==> src/rtl/shake_port_arbiter_pkg.sv <==
// shake_port_arbiter_pkg: shared constants and FSM state type for the SHAKE port arbiter
package shake_port_arbiter_pkg;
  localparam int SHAKE_DATA_W = 32;
  localparam int REQ_ERR = 0;
  localparam int REQ_C1 = 1;
  localparam int REQ_K = 2;
  typedef enum logic [1:0] {IDLE, GRANT, HOLD, FLUSH} arb_state_t;
endpackage

==> src/rtl/shake_port_arbiter_if.sv <==
// shake_port_arbiter_if: requester-side and core-side handshake bundle of the SHAKE port arbiter
interface shake_port_arbiter_if import shake_port_arbiter_pkg::*; #(
  parameter int NUM_REQ = 3,
  parameter int DATA_W = SHAKE_DATA_W
);
  logic [NUM_REQ-1:0] req_i, rel_i, gnt_o;
  logic [NUM_REQ-1:0] r_din_valid_i, r_din_ready_o, r_dout_valid_o, r_dout_ready_i, r_force_done_i;
  logic [NUM_REQ*DATA_W-1:0] r_din_i;
  logic [DATA_W-1:0] r_dout_o, s_din_o, s_dout_i;
  logic s_din_valid_o, s_din_ready_i, s_dout_valid_i, s_dout_ready_o, s_force_done_o, busy_o;
  modport master (
    output req_i, rel_i, r_din_valid_i, r_din_i, r_dout_ready_i, r_force_done_i,
    output s_din_ready_i, s_dout_valid_i, s_dout_i,
    input gnt_o, r_din_ready_o, r_dout_valid_o, r_dout_o,
    input s_din_valid_o, s_din_o, s_dout_ready_o, s_force_done_o, busy_o
  );
  modport slave (
    input req_i, rel_i, r_din_valid_i, r_din_i, r_dout_ready_i, r_force_done_i,
    input s_din_ready_i, s_dout_valid_i, s_dout_i,
    output gnt_o, r_din_ready_o, r_dout_valid_o, r_dout_o,
    output s_din_valid_o, s_din_o, s_dout_ready_o, s_force_done_o, busy_o
  );
endinterface

==> src/rtl/shake_port_arbiter_rr_pick.sv <==
// shake_port_arbiter_rr_pick: picks the first set request at or after ptr_i, wrapping around
module shake_port_arbiter_rr_pick #(
  parameter int NUM_REQ = 3,
  localparam int IDX_W = $clog2(NUM_REQ)
) (
  input  logic [NUM_REQ-1:0] req_i,
  input  logic [IDX_W-1:0]   ptr_i,
  output logic [NUM_REQ-1:0] gnt_o,
  output logic [IDX_W-1:0]   idx_o
);
  logic [IDX_W:0] j;
  logic found;
  always_comb begin
    gnt_o = '0;
    idx_o = '0;
    found = 1'b0;
    j = '0;
    for (int k = 0; k < NUM_REQ; k++) begin
      j = {1'b0, ptr_i} + (IDX_W+1)'(k);
      j = j >= (IDX_W+1)'(NUM_REQ) ? j - (IDX_W+1)'(NUM_REQ) : j;
      if (!found && req_i[j[IDX_W-1:0]]) begin
        found = 1'b1;
        idx_o = j[IDX_W-1:0];
      end
    end
    gnt_o[idx_o] = found;
  end
endmodule

==> src/rtl/shake_port_arbiter.sv <==
// shake_port_arbiter: round-robin, grant-locked sharing of one SHAKE core among NUM_REQ requesters
module shake_port_arbiter import shake_port_arbiter_pkg::*; #(
  parameter int NUM_REQ = 3,
  parameter int DATA_W = SHAKE_DATA_W,
  localparam int IDX_W = $clog2(NUM_REQ)
) (
  input logic clk,
  input logic rst,
  shake_port_arbiter_if.slave bus
);
  arb_state_t state_q;
  logic [NUM_REQ-1:0] gnt_q, pick_gnt;
  logic [IDX_W-1:0] own_q, rr_q, pick_idx;
  logic [DATA_W-1:0] din_arr [NUM_REQ];
  logic hold;
  shake_port_arbiter_rr_pick #(.NUM_REQ(NUM_REQ)) u_pick (
    .req_i(bus.req_i),
    .ptr_i(rr_q),
    .gnt_o(pick_gnt),
    .idx_o(pick_idx)
  );
  for (genvar i = 0; i < NUM_REQ; i++) begin : g_din
    assign din_arr[i] = bus.r_din_i[i*DATA_W +: DATA_W];
  end
  always_ff @(posedge clk or negedge rst) begin
    if (!rst) begin
      state_q <= IDLE;
      gnt_q <= '0;
      own_q <= '0;
      rr_q <= '0;
    end else begin
      case (state_q)
        IDLE: if (|bus.req_i) begin
          gnt_q <= pick_gnt;
          own_q <= pick_idx;
          state_q <= GRANT;
        end
        GRANT: state_q <= HOLD;
        HOLD: if (bus.rel_i[own_q] || !bus.req_i[own_q]) state_q <= FLUSH;
        default: begin
          gnt_q <= '0;
          rr_q <= own_q == IDX_W'(NUM_REQ-1) ? '0 : own_q + 1'b1;
          state_q <= IDLE;
        end
      endcase
    end
  end
  // Only the owner reaches the core, and only once the settle cycle is over
  assign hold = state_q == HOLD;
  assign bus.gnt_o = gnt_q;
  assign bus.busy_o = state_q == GRANT || hold;
  assign bus.s_din_valid_o = hold && bus.r_din_valid_i[own_q];
  assign bus.s_din_o = hold ? din_arr[own_q] : '0;
  assign bus.s_dout_ready_o = hold && bus.r_dout_ready_i[own_q];
  assign bus.s_force_done_o = state_q == FLUSH || (hold && bus.r_force_done_i[own_q]);
  assign bus.r_din_ready_o = hold && bus.s_din_ready_i ? gnt_q : '0;
  assign bus.r_dout_valid_o = hold && bus.s_dout_valid_i ? gnt_q : '0;
  assign bus.r_dout_o = bus.s_dout_i;
  a_gnt_onehot0: assert property (@(posedge clk) disable iff (!rst) $onehot0(gnt_q));
endmodule

==> src/flat_wrapper.sv <==
// flat-port wrapper written by rule: the top's interface ports become plain ports
module shake_port_arbiter_flat import shake_port_arbiter_pkg::*;
#(
  parameter int NUM_REQ = 3,
  parameter int DATA_W = SHAKE_DATA_W,
  localparam int IDX_W = $clog2(NUM_REQ)
)
  (clk, rst, bus_req_i, bus_rel_i, bus_r_din_valid_i, bus_r_din_i, bus_r_dout_ready_i, bus_r_force_done_i, bus_s_din_ready_i, bus_s_dout_valid_i, bus_s_dout_i, bus_gnt_o, bus_r_din_ready_o, bus_r_dout_valid_o, bus_r_dout_o, bus_s_din_valid_o, bus_s_din_o, bus_s_dout_ready_o, bus_s_force_done_o, bus_busy_o);
  shake_port_arbiter_if #(.NUM_REQ(NUM_REQ), .DATA_W(DATA_W)) bus_i ();
  input logic clk;
  input logic rst;
  input wire logic [$bits(bus_i.req_i)-1:0] bus_req_i;
  input wire logic [$bits(bus_i.rel_i)-1:0] bus_rel_i;
  input wire logic [$bits(bus_i.r_din_valid_i)-1:0] bus_r_din_valid_i;
  input wire logic [$bits(bus_i.r_din_i)-1:0] bus_r_din_i;
  input wire logic [$bits(bus_i.r_dout_ready_i)-1:0] bus_r_dout_ready_i;
  input wire logic [$bits(bus_i.r_force_done_i)-1:0] bus_r_force_done_i;
  input wire logic [$bits(bus_i.s_din_ready_i)-1:0] bus_s_din_ready_i;
  input wire logic [$bits(bus_i.s_dout_valid_i)-1:0] bus_s_dout_valid_i;
  input wire logic [$bits(bus_i.s_dout_i)-1:0] bus_s_dout_i;
  output wire logic [$bits(bus_i.gnt_o)-1:0] bus_gnt_o;
  output wire logic [$bits(bus_i.r_din_ready_o)-1:0] bus_r_din_ready_o;
  output wire logic [$bits(bus_i.r_dout_valid_o)-1:0] bus_r_dout_valid_o;
  output wire logic [$bits(bus_i.r_dout_o)-1:0] bus_r_dout_o;
  output wire logic [$bits(bus_i.s_din_valid_o)-1:0] bus_s_din_valid_o;
  output wire logic [$bits(bus_i.s_din_o)-1:0] bus_s_din_o;
  output wire logic [$bits(bus_i.s_dout_ready_o)-1:0] bus_s_dout_ready_o;
  output wire logic [$bits(bus_i.s_force_done_o)-1:0] bus_s_force_done_o;
  output wire logic [$bits(bus_i.busy_o)-1:0] bus_busy_o;
  assign bus_i.req_i = bus_req_i;
  assign bus_i.rel_i = bus_rel_i;
  assign bus_i.r_din_valid_i = bus_r_din_valid_i;
  assign bus_i.r_din_i = bus_r_din_i;
  assign bus_i.r_dout_ready_i = bus_r_dout_ready_i;
  assign bus_i.r_force_done_i = bus_r_force_done_i;
  assign bus_i.s_din_ready_i = bus_s_din_ready_i;
  assign bus_i.s_dout_valid_i = bus_s_dout_valid_i;
  assign bus_i.s_dout_i = bus_s_dout_i;
  assign bus_gnt_o = bus_i.gnt_o;
  assign bus_r_din_ready_o = bus_i.r_din_ready_o;
  assign bus_r_dout_valid_o = bus_i.r_dout_valid_o;
  assign bus_r_dout_o = bus_i.r_dout_o;
  assign bus_s_din_valid_o = bus_i.s_din_valid_o;
  assign bus_s_din_o = bus_i.s_din_o;
  assign bus_s_dout_ready_o = bus_i.s_dout_ready_o;
  assign bus_s_force_done_o = bus_i.s_force_done_o;
  assign bus_busy_o = bus_i.busy_o;
  shake_port_arbiter #(.NUM_REQ(NUM_REQ), .DATA_W(DATA_W)) u_core (.clk(clk), .rst(rst), .bus(bus_i));
endmodule
==> config.mk <==
export PLATFORM = sky130hd
export DESIGN_NAME = shake_port_arbiter_flat
export DESIGN_NICKNAME = d
export VERILOG_FILES = /design/src/rtl/shake_port_arbiter_pkg.sv /design/src/rtl/shake_port_arbiter_if.sv /design/src/rtl/shake_port_arbiter_rr_pick.sv /design/src/rtl/shake_port_arbiter.sv /design/src/flat_wrapper.sv
export SDC_FILE = /design/constraint.sdc
export NUM_CORES = 1
export LEC_CHECK = 0
export ABC_AREA = 1
export CORE_ASPECT_RATIO = 1.25
export CORE_MARGIN = 3
export CORE_UTILIZATION = 25
export DETAILED_ROUTE_END_ITERATION = 8
export PLACE_DENSITY = 0.78
export REMOVE_ABC_BUFFERS = 1
export SLEW_MARGIN = 10
export SYNTH_ARGS = -nofsm -noshare
export SYNTH_HDL_FRONTEND = slang
export SYNTH_HIERARCHICAL = 1
export SYNTH_SLANG_ARGS = --single-unit
==> constraint.sdc <==
create_clock -name clk -period 1.5 [get_ports clk]
set_input_delay 0.225 -clock clk [delete_from_list [all_inputs] [get_ports clk]]
set_output_delay 0.225 -clock clk [all_outputs]
set_load 0.02 [all_outputs]
==> metrics.log, run 1 <==
INFO  metric period_needed = about 1.7 ns
INFO  metric finalClockSkew = 0.000911 ns
INFO  metric via_count = 2887
INFO  metric dpl.cell_count = roughly 600
INFO  metric cts-root-to-sink-buffers = 2
INFO  metric drt_pre_antenna_iters = 4
INFO  metric synth_area = 1970 sq um
INFO  metric syn-instance-count = 376
INFO  metric grt_antenna_before_repair = 0
INFO  metric power_per_cell_area = around 1700 nW/um^2
INFO  metric setup.worst_path.end_class = output port
INFO  metric detailedPlacementHpwl = 7340 microns
INFO  metric globalRouteTotalUtil = a little under a fifth
INFO  metric drt_initial_violations = 96
INFO  metric critical_path_arrival = 1.49 ns
INFO  metric num_cts_buffers = 3
INFO  metric gr-max-usage-layer = met2
INFO  metric final_nets = 684
INFO  metric holdBufCountCts = 0
INFO  metric critical_path.startpoint_type = register
INFO  metric fp.dieArea = 8970 sq um
INFO  metric synth_top_cell_by_area = nand2_1
INFO  metric hold_ws = 0.311 ns
INFO  metric die_w = ~85 microns
INFO  metric number_of_global_route_vias_before_repair = 2772
INFO  metric outcome = finished with violations
INFO  metric p_leak = 2.09 nW
INFO  metric fillCellCount = 700
INFO  metric totalPowerFinal = 7.06 mW
INFO  metric crit_chain = inv_2 > nor2_4 > buf_12 > nand2_1 > nand3_1 > nand2_1 > inv_2 > buf_6
INFO  metric share_of_flip_flops_with_an_asynchronous_set_or_reset = 100%
INFO  metric largest_net_degree_at_the_start_of_global_routing = 30
INFO  metric io-pin-count = 224
INFO  metric failed_checks = negative setup slack
INFO  metric synth.most_common_cell = nand2_1
INFO  metric final_setup_vio_count = 45
INFO  metric drc_errors = 0
INFO  metric antenna_cells = 0
INFO  metric drt_wl_total = 9230 microns
INFO  metric routing_usage_on_met1 = 20.7%
INFO  metric final_hold_viol_count = 0
INFO  metric fp.dieH = 105 microns
INFO  metric root_buffer = clkbuf_8
INFO  metric layout-drive-gt1-share = 29.0%
INFO  metric cp_slowest_cell = dfrtp_2
INFO  metric htreeDepth = 1
INFO  metric flop_pwr_share = 7.3%
INFO  metric post_drt_via_cell_ratio = 4.66
INFO  metric max_freq = approximately 580 MHz
INFO  metric fraction_of_met2_tracks_used_by_global_routing = 34.4%
INFO  metric multi_input_comb_area = 1440 sq um
INFO  metric grt_pass1_wl = 13700 microns
INFO  metric ant_nets = 0
INFO  metric core-area = about 7500 sq um
INFO  metric final-instance-count-excl-fill = 620
INFO  metric power_frac_comb = about nine tenths
INFO  metric synth_sequential_area_ratio = 11.5%
INFO  metric dominantRegCellSynth = dfrtp_1
INFO  metric final_core_density = 54.7%
INFO  metric path_delay_family = flip-flops
INFO  metric synthTopCellsByCount = 166 x nand2_1, 55 x inv_1, 49 x nand3_1, 40 x buf_4, 19 x nor2_1
INFO  metric rows = 35
INFO  metric timing.slew.headroom = 69.1%
INFO  metric clk_pin_slew = about 0.050 ns
INFO  metric grt.overflow.total = 0
INFO  metric area_growth_syn_to_layout = 108%
INFO  metric crit_type = register to output port
INFO  metric met3_usage = between 7 and 8%
INFO  metric max-vdd-ir-drop = 1.01 mV
INFO  metric worstMarginPinSlew = 0.463 ns
INFO  metric internal-power = 3.59 mW
INFO  metric pins_over_slew_limit = 0
INFO  metric grt_setup_unrepaired = yes
INFO  metric initial_utilization = 26.2%
INFO  metric worstPathBufferInverterCount = 4
INFO  metric power.switching = 3.47 mW
INFO  metric ys_warn_count = 6
INFO  metric crit_path_max_fanout = 15
INFO  metric syn-mean-instance-area = 5.23 sq um
INFO  metric max_stage_delay = between 0.4 and 0.5 ns
INFO  metric area_of_all_placed_cells_without_fillers = 4090 sq um
INFO  metric clock_tree_from_tritoncts = built
INFO  metric worst_ep_required_time = 1.27 ns
INFO  metric power.clock.fraction = 4.1%
INFO  metric area_share_of_the_largest_cell_type_after_synthesis = 31.7%
INFO  metric maxCapViolations = 0
INFO  metric synth-edff-count = 0
INFO  metric top_cells_by_area_in_the_synthesized_netlist = nand2_1 32%, buf_4 15%, nand3_1 12%, dfrtp_1 11%, inv_1 11%
INFO  metric postPlaceCellArea = 3630 sq um
INFO  metric numClockSinks = 9
INFO  metric portBuffers = about 160
INFO  metric hold_path_class = input pin to asynchronous set/reset pin
INFO  metric final_critical_path_setup_slack = -0.215 ns
INFO  metric avgRoutedWirePerCell = 14.9 microns
INFO  metric post_synth_cell_types = 23
INFO  metric place_congestion = between 0.8 and 0.9
INFO  metric ff_latch_area = 229 sq um
INFO  metric worstSkewPairLatency = 0.23 ns
INFO  metric final_cycle_utilization_of_the_critical_path = 114%
INFO  metric switching_share = 49.2%
INFO  metric ffs_latches_synth = 9
[registers in the layout, indices dropped and copies added, names as in the netlist]
register	count
u_core/bus.gnt_o	3
u_core/own_q	2
u_core/state_q	2
u_core/rr_q	2
[cell usage in the layout (no fill, tap or decap), types with 6 or more instances in the layout]
cell	n
nand2_1	153
clkdlybuf4s50_1	117
buf_6	47
nand3_1	42
inv_1	34
inv_2	22
buf_4	20
nor2_4	10
nor2_1	10
nand3_2	9
nand2_2	9
buf_12	7
dfrtp_1	6
[path summary, 6_finish.rpt]
kind | start | to | slack, ns | cells past startpoint
min in group clk | bus_s_dout_i[23] | bus_r_dout_o[23] | 0.45 | 0
setup / recovery | u_core/own_q[0] | bus_s_din_valid_o | -0.22 | 8
setup reg to reg | u_core/rr_q[1] | u_core/bus.gnt_o[0] | -0.11 | 9
hold reg to reg | u_core/rr_q[0] | u_core/rr_q[0] | 0.59 | 1
hold / removal | rst | u_core/bus.gnt_o[1] | 0.31 | 1
max in group asynchronous | rst | u_core/own_q[1] | 0.85 | 1
[cells by family (layout without fill, tap and decap cells)]
logic type	count (synthesis)	in the layout	synth area share [%]
and+or+nand+nor	244	244	51.8
adders and majority gates	8	8	5.09
AOI/OAI and AO/OA	10	10	2.74
DFF	9	9	11.5
muxes	2	2	1.15
buffers and inverters	103	255	27.8
[stage by stage]
stage	setup TNS [ns]	setup slack [ns]
final	-6.71	-0.215
after global routing	-10.69	-0.299
after CTS	-7.21	-0.242
after detailed placement	-17.56	-0.485
after global placement	-15.59	-0.423
after floorplan	-31.66	-0.769
[worst register-to-register path, stage by stage, from the launching register on]
cell and delay [ns]:
dfrtp_2 0.46, ha_4 0.27, inv_2 0.06, o21ai_1 0.05
nor2_1 0.19, nand4_1 0.16, nand3_2 0.12, nor2_2 0.04
nand2_1 0.05, o21ai_1 0.06
[per-layer routing]
metal	vias to the layer above	wire length, microns
li1	1412	-
met1	1294	3380
met2	165	4630
met3	14	1050
met4	2	130
met5	-	43
[area by class of cell]
class	instances	area share, %
inverters	57	5.29
flip-flops and latches	9	5.59
repair buffers	194	49.9
multi-input cells	264	35.3
well taps	92	2.81
clock buffers	4	1.10
[power groups by stage]
stage | sequential [mW] | clock (mW) | combinational [mW]
CTS | 0.513 | 0.293 | 5.85
detailed placement | 0.471 | 0 | 5.21
floorplan | 0.499 | 0 | 2.65
finish | 0.514 | 0.286 | 6.26
global placement | 0.464 | 0 | 5.10
global route | 0.529 | 0.308 | 6.80
[what timing repair did]
action / CTS / global route
pin swaps: 16 / 17
endpoints found under the setup margin: 49 / 49
gates cloned: 1 / 1
setup buffers: 5 / 1
endpoints found under the hold margin: 0 / 0
resized for setup: 280 / 55
Power figures use the tool's default switching activity.
==> inputs of run 2 (changes only) <==
PLACE_DENSITY = 0.9   (was 0.78)
==> run 2 against run 1 <==
  * The run still ends with negative setup slack left
  * Highest routed layer unchanged
  * Die area did not move
  * Cell count rose by 1.3%
  * First-iteration DRC count rose by 64%
  * Critical endpoint is now bus_s_din_o[2]
==> metrics.log, run 2 (same netlist as run 1, synthesis figures left out) <==
INFO  metric fp.dieArea = 8970 sq um (unchanged)
INFO  metric numClockSinks = 9 (unchanged)
INFO  metric max-vdd-ir-drop = 1.25 mV (was 1.01 mV)
INFO  metric power_per_cell_area = 1800 nW/um^2 (was 1720 nW/um^2)
INFO  metric avgRoutedWirePerCell = 17.8 microns (was 14.9 microns)
INFO  metric root_buffer = clkbuf_8 (unchanged)
INFO  metric grt_setup_unrepaired = yes (unchanged)
INFO  metric largest_register_ffs = 3 (unchanged)
INFO  metric num_cts_buffers = 3 (unchanged)
INFO  metric worstPathBufferInverterCount = 5 (was 4)
INFO  metric clock_tree_from_tritoncts = built (unchanged)
INFO  metric path_delay_family = buffers and inverters (was flip-flops)
INFO  metric period_needed = 1.80 ns (was 1.72 ns)
INFO  metric cts-root-to-sink-buffers = 2 (unchanged)
INFO  metric io-pin-count = 224 (unchanged)
INFO  metric grt_pass1_wl = 15400 microns (was 13700 microns)
INFO  metric fillCellCount = 659 (was 700)
INFO  metric worstMarginPinSlew = 0.425 ns (was 0.463 ns)
INFO  metric hold_path_class = input pin to asynchronous set/reset pin (unchanged)
INFO  metric worst_ep_required_time = 1.27 ns (about the same)
INFO  metric grt.overflow.total = 0 (unchanged)
INFO  metric die_w = 85.3 microns (unchanged)
INFO  metric final_hold_viol_count = 0 (unchanged)
INFO  metric fp.dieH = 105 microns (unchanged)
INFO  metric timing.slew.headroom = 71.6% (was 69.1%)
INFO  metric max_freq = 556 MHz (was 583 MHz)
INFO  metric htreeDepth = 1 (unchanged)
INFO  metric crit_type = register to output port (unchanged)
INFO  metric final-instance-count-excl-fill = 628 (was 620)
INFO  metric grt_antenna_before_repair = 0 (unchanged)
INFO  metric critical_path_arrival = 1.57 ns (was 1.49 ns)
INFO  metric via_count = 3012 (was 2887)
INFO  metric p_leak = 2.23 nW (was 2.09 nW)
INFO  metric detailedPlacementHpwl = 8150 microns (was 7340 microns)
INFO  metric place_congestion = 0.933 (was 0.881)
INFO  metric drc_errors = 0 (unchanged)
INFO  metric portBuffers = 159 (unchanged)
INFO  metric final_core_density = 58.2% (was 54.7%)
INFO  metric crit_chain = buf_6 > nor2_4 > buf_6 > buf_12 > nand2_1 > nand3_1 > nand2_1 > inv_2 > buf_6 (was inv_2 > nor2_4 > buf_12 > nand2_1 > nand3_1 > nand2_1 > inv_2 > buf_6)
INFO  metric largest_net_degree_at_the_start_of_global_routing = 20 (was 30)
INFO  metric final_critical_path_setup_slack = -0.298 ns (was -0.215 ns)
INFO  metric max_stage_delay = 0.41 ns (was 0.44 ns)
INFO  metric outcome = finished with violations (unchanged)
INFO  metric post_drt_via_cell_ratio = 4.80 (was 4.66)
INFO  metric failed_checks = negative setup slack (unchanged)
INFO  metric final_setup_vio_count = 40 (was 45)
INFO  metric layout-drive-gt1-share = 34.7% (was 29.0%)
INFO  metric ant_nets = 0 (unchanged)
INFO  metric number_of_global_route_vias_before_repair = 2951 (was 2772)
INFO  metric layout.cells.most_common_list = 132 x nand2_1, 117 x clkdlybuf4s50_1, 50 x buf_6, 38 x inv_1, 32 x nand3_1 (was 153 x nand2_1, 117 x clkdlybuf4s50_1, 47 x buf_6, 42 x nand3_1, 34 x inv_1)
INFO  metric initial_utilization = 26.2% (unchanged)
INFO  metric detailedPlace.worstSlack = -0.507 ns (was -0.485 ns)
INFO  metric drt_initial_violations = 157 (was 96)
INFO  metric maxCapViolations = 0 (unchanged)
INFO  metric crit_path_max_fanout = 10 (was 15)
INFO  metric final_cycle_utilization_of_the_critical_path = 120% (was 114%)
INFO  metric finalClockSkew = 0.00267 ns (was 0.000911 ns)
INFO  metric cp_slowest_cell = dfrtp_2 (unchanged)
INFO  metric setup.worst_path.end_class = output port (unchanged)
INFO  metric totalPowerFinal = 7.85 mW (was 7.06 mW)
INFO  metric crit_top_cell = buf_6
INFO  metric worstSkewPairLatency = 0.24 ns (was 0.23 ns)
INFO  metric drt_wl_total = 11200 microns (was 9230 microns)
INFO  metric core-area = 7490 sq um (unchanged)
INFO  metric antenna_cells = 0 (unchanged)
INFO  metric critical_path.startpoint_type = register (unchanged)
INFO  metric dpl.cell_count = 609 (was 608)
INFO  metric area_growth_syn_to_layout = 122% (was 108%)
INFO  metric pins_over_slew_limit = 0 (unchanged)
INFO  metric final_nets = 692 (was 684)
INFO  metric globalRouteTotalUtil = 22.0% (was 19.1%)
INFO  metric drt_pre_antenna_iters = 4 (unchanged)
INFO  metric clk_pin_slew = 0.05 ns (about the same)
INFO  metric layout_commonest_cell = nand2_1 (unchanged)
INFO  metric setup_tns = -8.35 ns (was -6.71 ns)
INFO  metric rows = 35 (unchanged)
run 2: area by class of cell:
cell class | instances | area (sq um) | share of cell area (%)
Timing Repair Buffer | 202 | 2180 | 50.0
Multi-Input combinational cell | 264 | 1580 | 36.2
Tap cell | 92 | 115 | 2.64
Sequential cell | 9 | 229 | 5.25
Inverter | 57 | 214 | 4.91
Clock buffer | 4 | 45.0 | 1.03
run 2: path summary, 6_finish.rpt:
| path | startpoint | end | slack, ns | cells past startpoint |
|---|---|---|---|---|
| max reg2reg | u_core/rr_q[0] | u_core/bus.gnt_o[2] | -0.16 | 12 |
| min reg2reg | u_core/state_q[0] | u_core/state_q[0] | 0.61 | 3 |
| max | u_core/own_q[1] | bus_s_din_o[2] | -0.30 | 9 |
| min | rst | u_core/bus.gnt_o[2] | 0.29 | 1 |
| max in group asynchronous | rst | u_core/rr_q[1] | 0.89 | 1 |
| min in group clk | bus_s_dout_i[21] | bus_r_dout_o[21] | 0.45 | 0 |
run 2: worst register-to-register path: cells and delay by family, from the launching register on:
kind            cells  cell delay (ns)
compound gates      1             0.06
fa+ha+maj           1             0.17
buf+inv             3             0.40
flops               1             0.40
simple gates        7             0.57
run 2: routing by layer:
layer	wire length (microns)	global-route usage, %
met1	4140	24.5
met4	242	3.73
met2	5390	38.1
met3	1360	9.86
met5	44	4.85
run 2: report_power, final:
part           switching, mW  total, mW  internal, mW
clock network          0.110      0.296         0.186
registers              0.116      0.482         0.366
logic                   3.62       7.07          3.46
total                   3.84       7.85          4.01
run 2: metrics by stage:
stage	hold WS, ns	area [sq um]
finish	0.289	4360
global route	0.316	4360
CTS	0.292	4020
detailed placement	0.450	3650
global placement	0.450	3650
floorplan	-0.0706	1630
run 2: what timing repair did:
action	in CTS	in global routing
gates resized for setup	292	85
endpoints found under the setup margin	47	49
pin swaps	18	20
hold buffers	0	0
gates cloned	2	1
buffers inserted	10	2
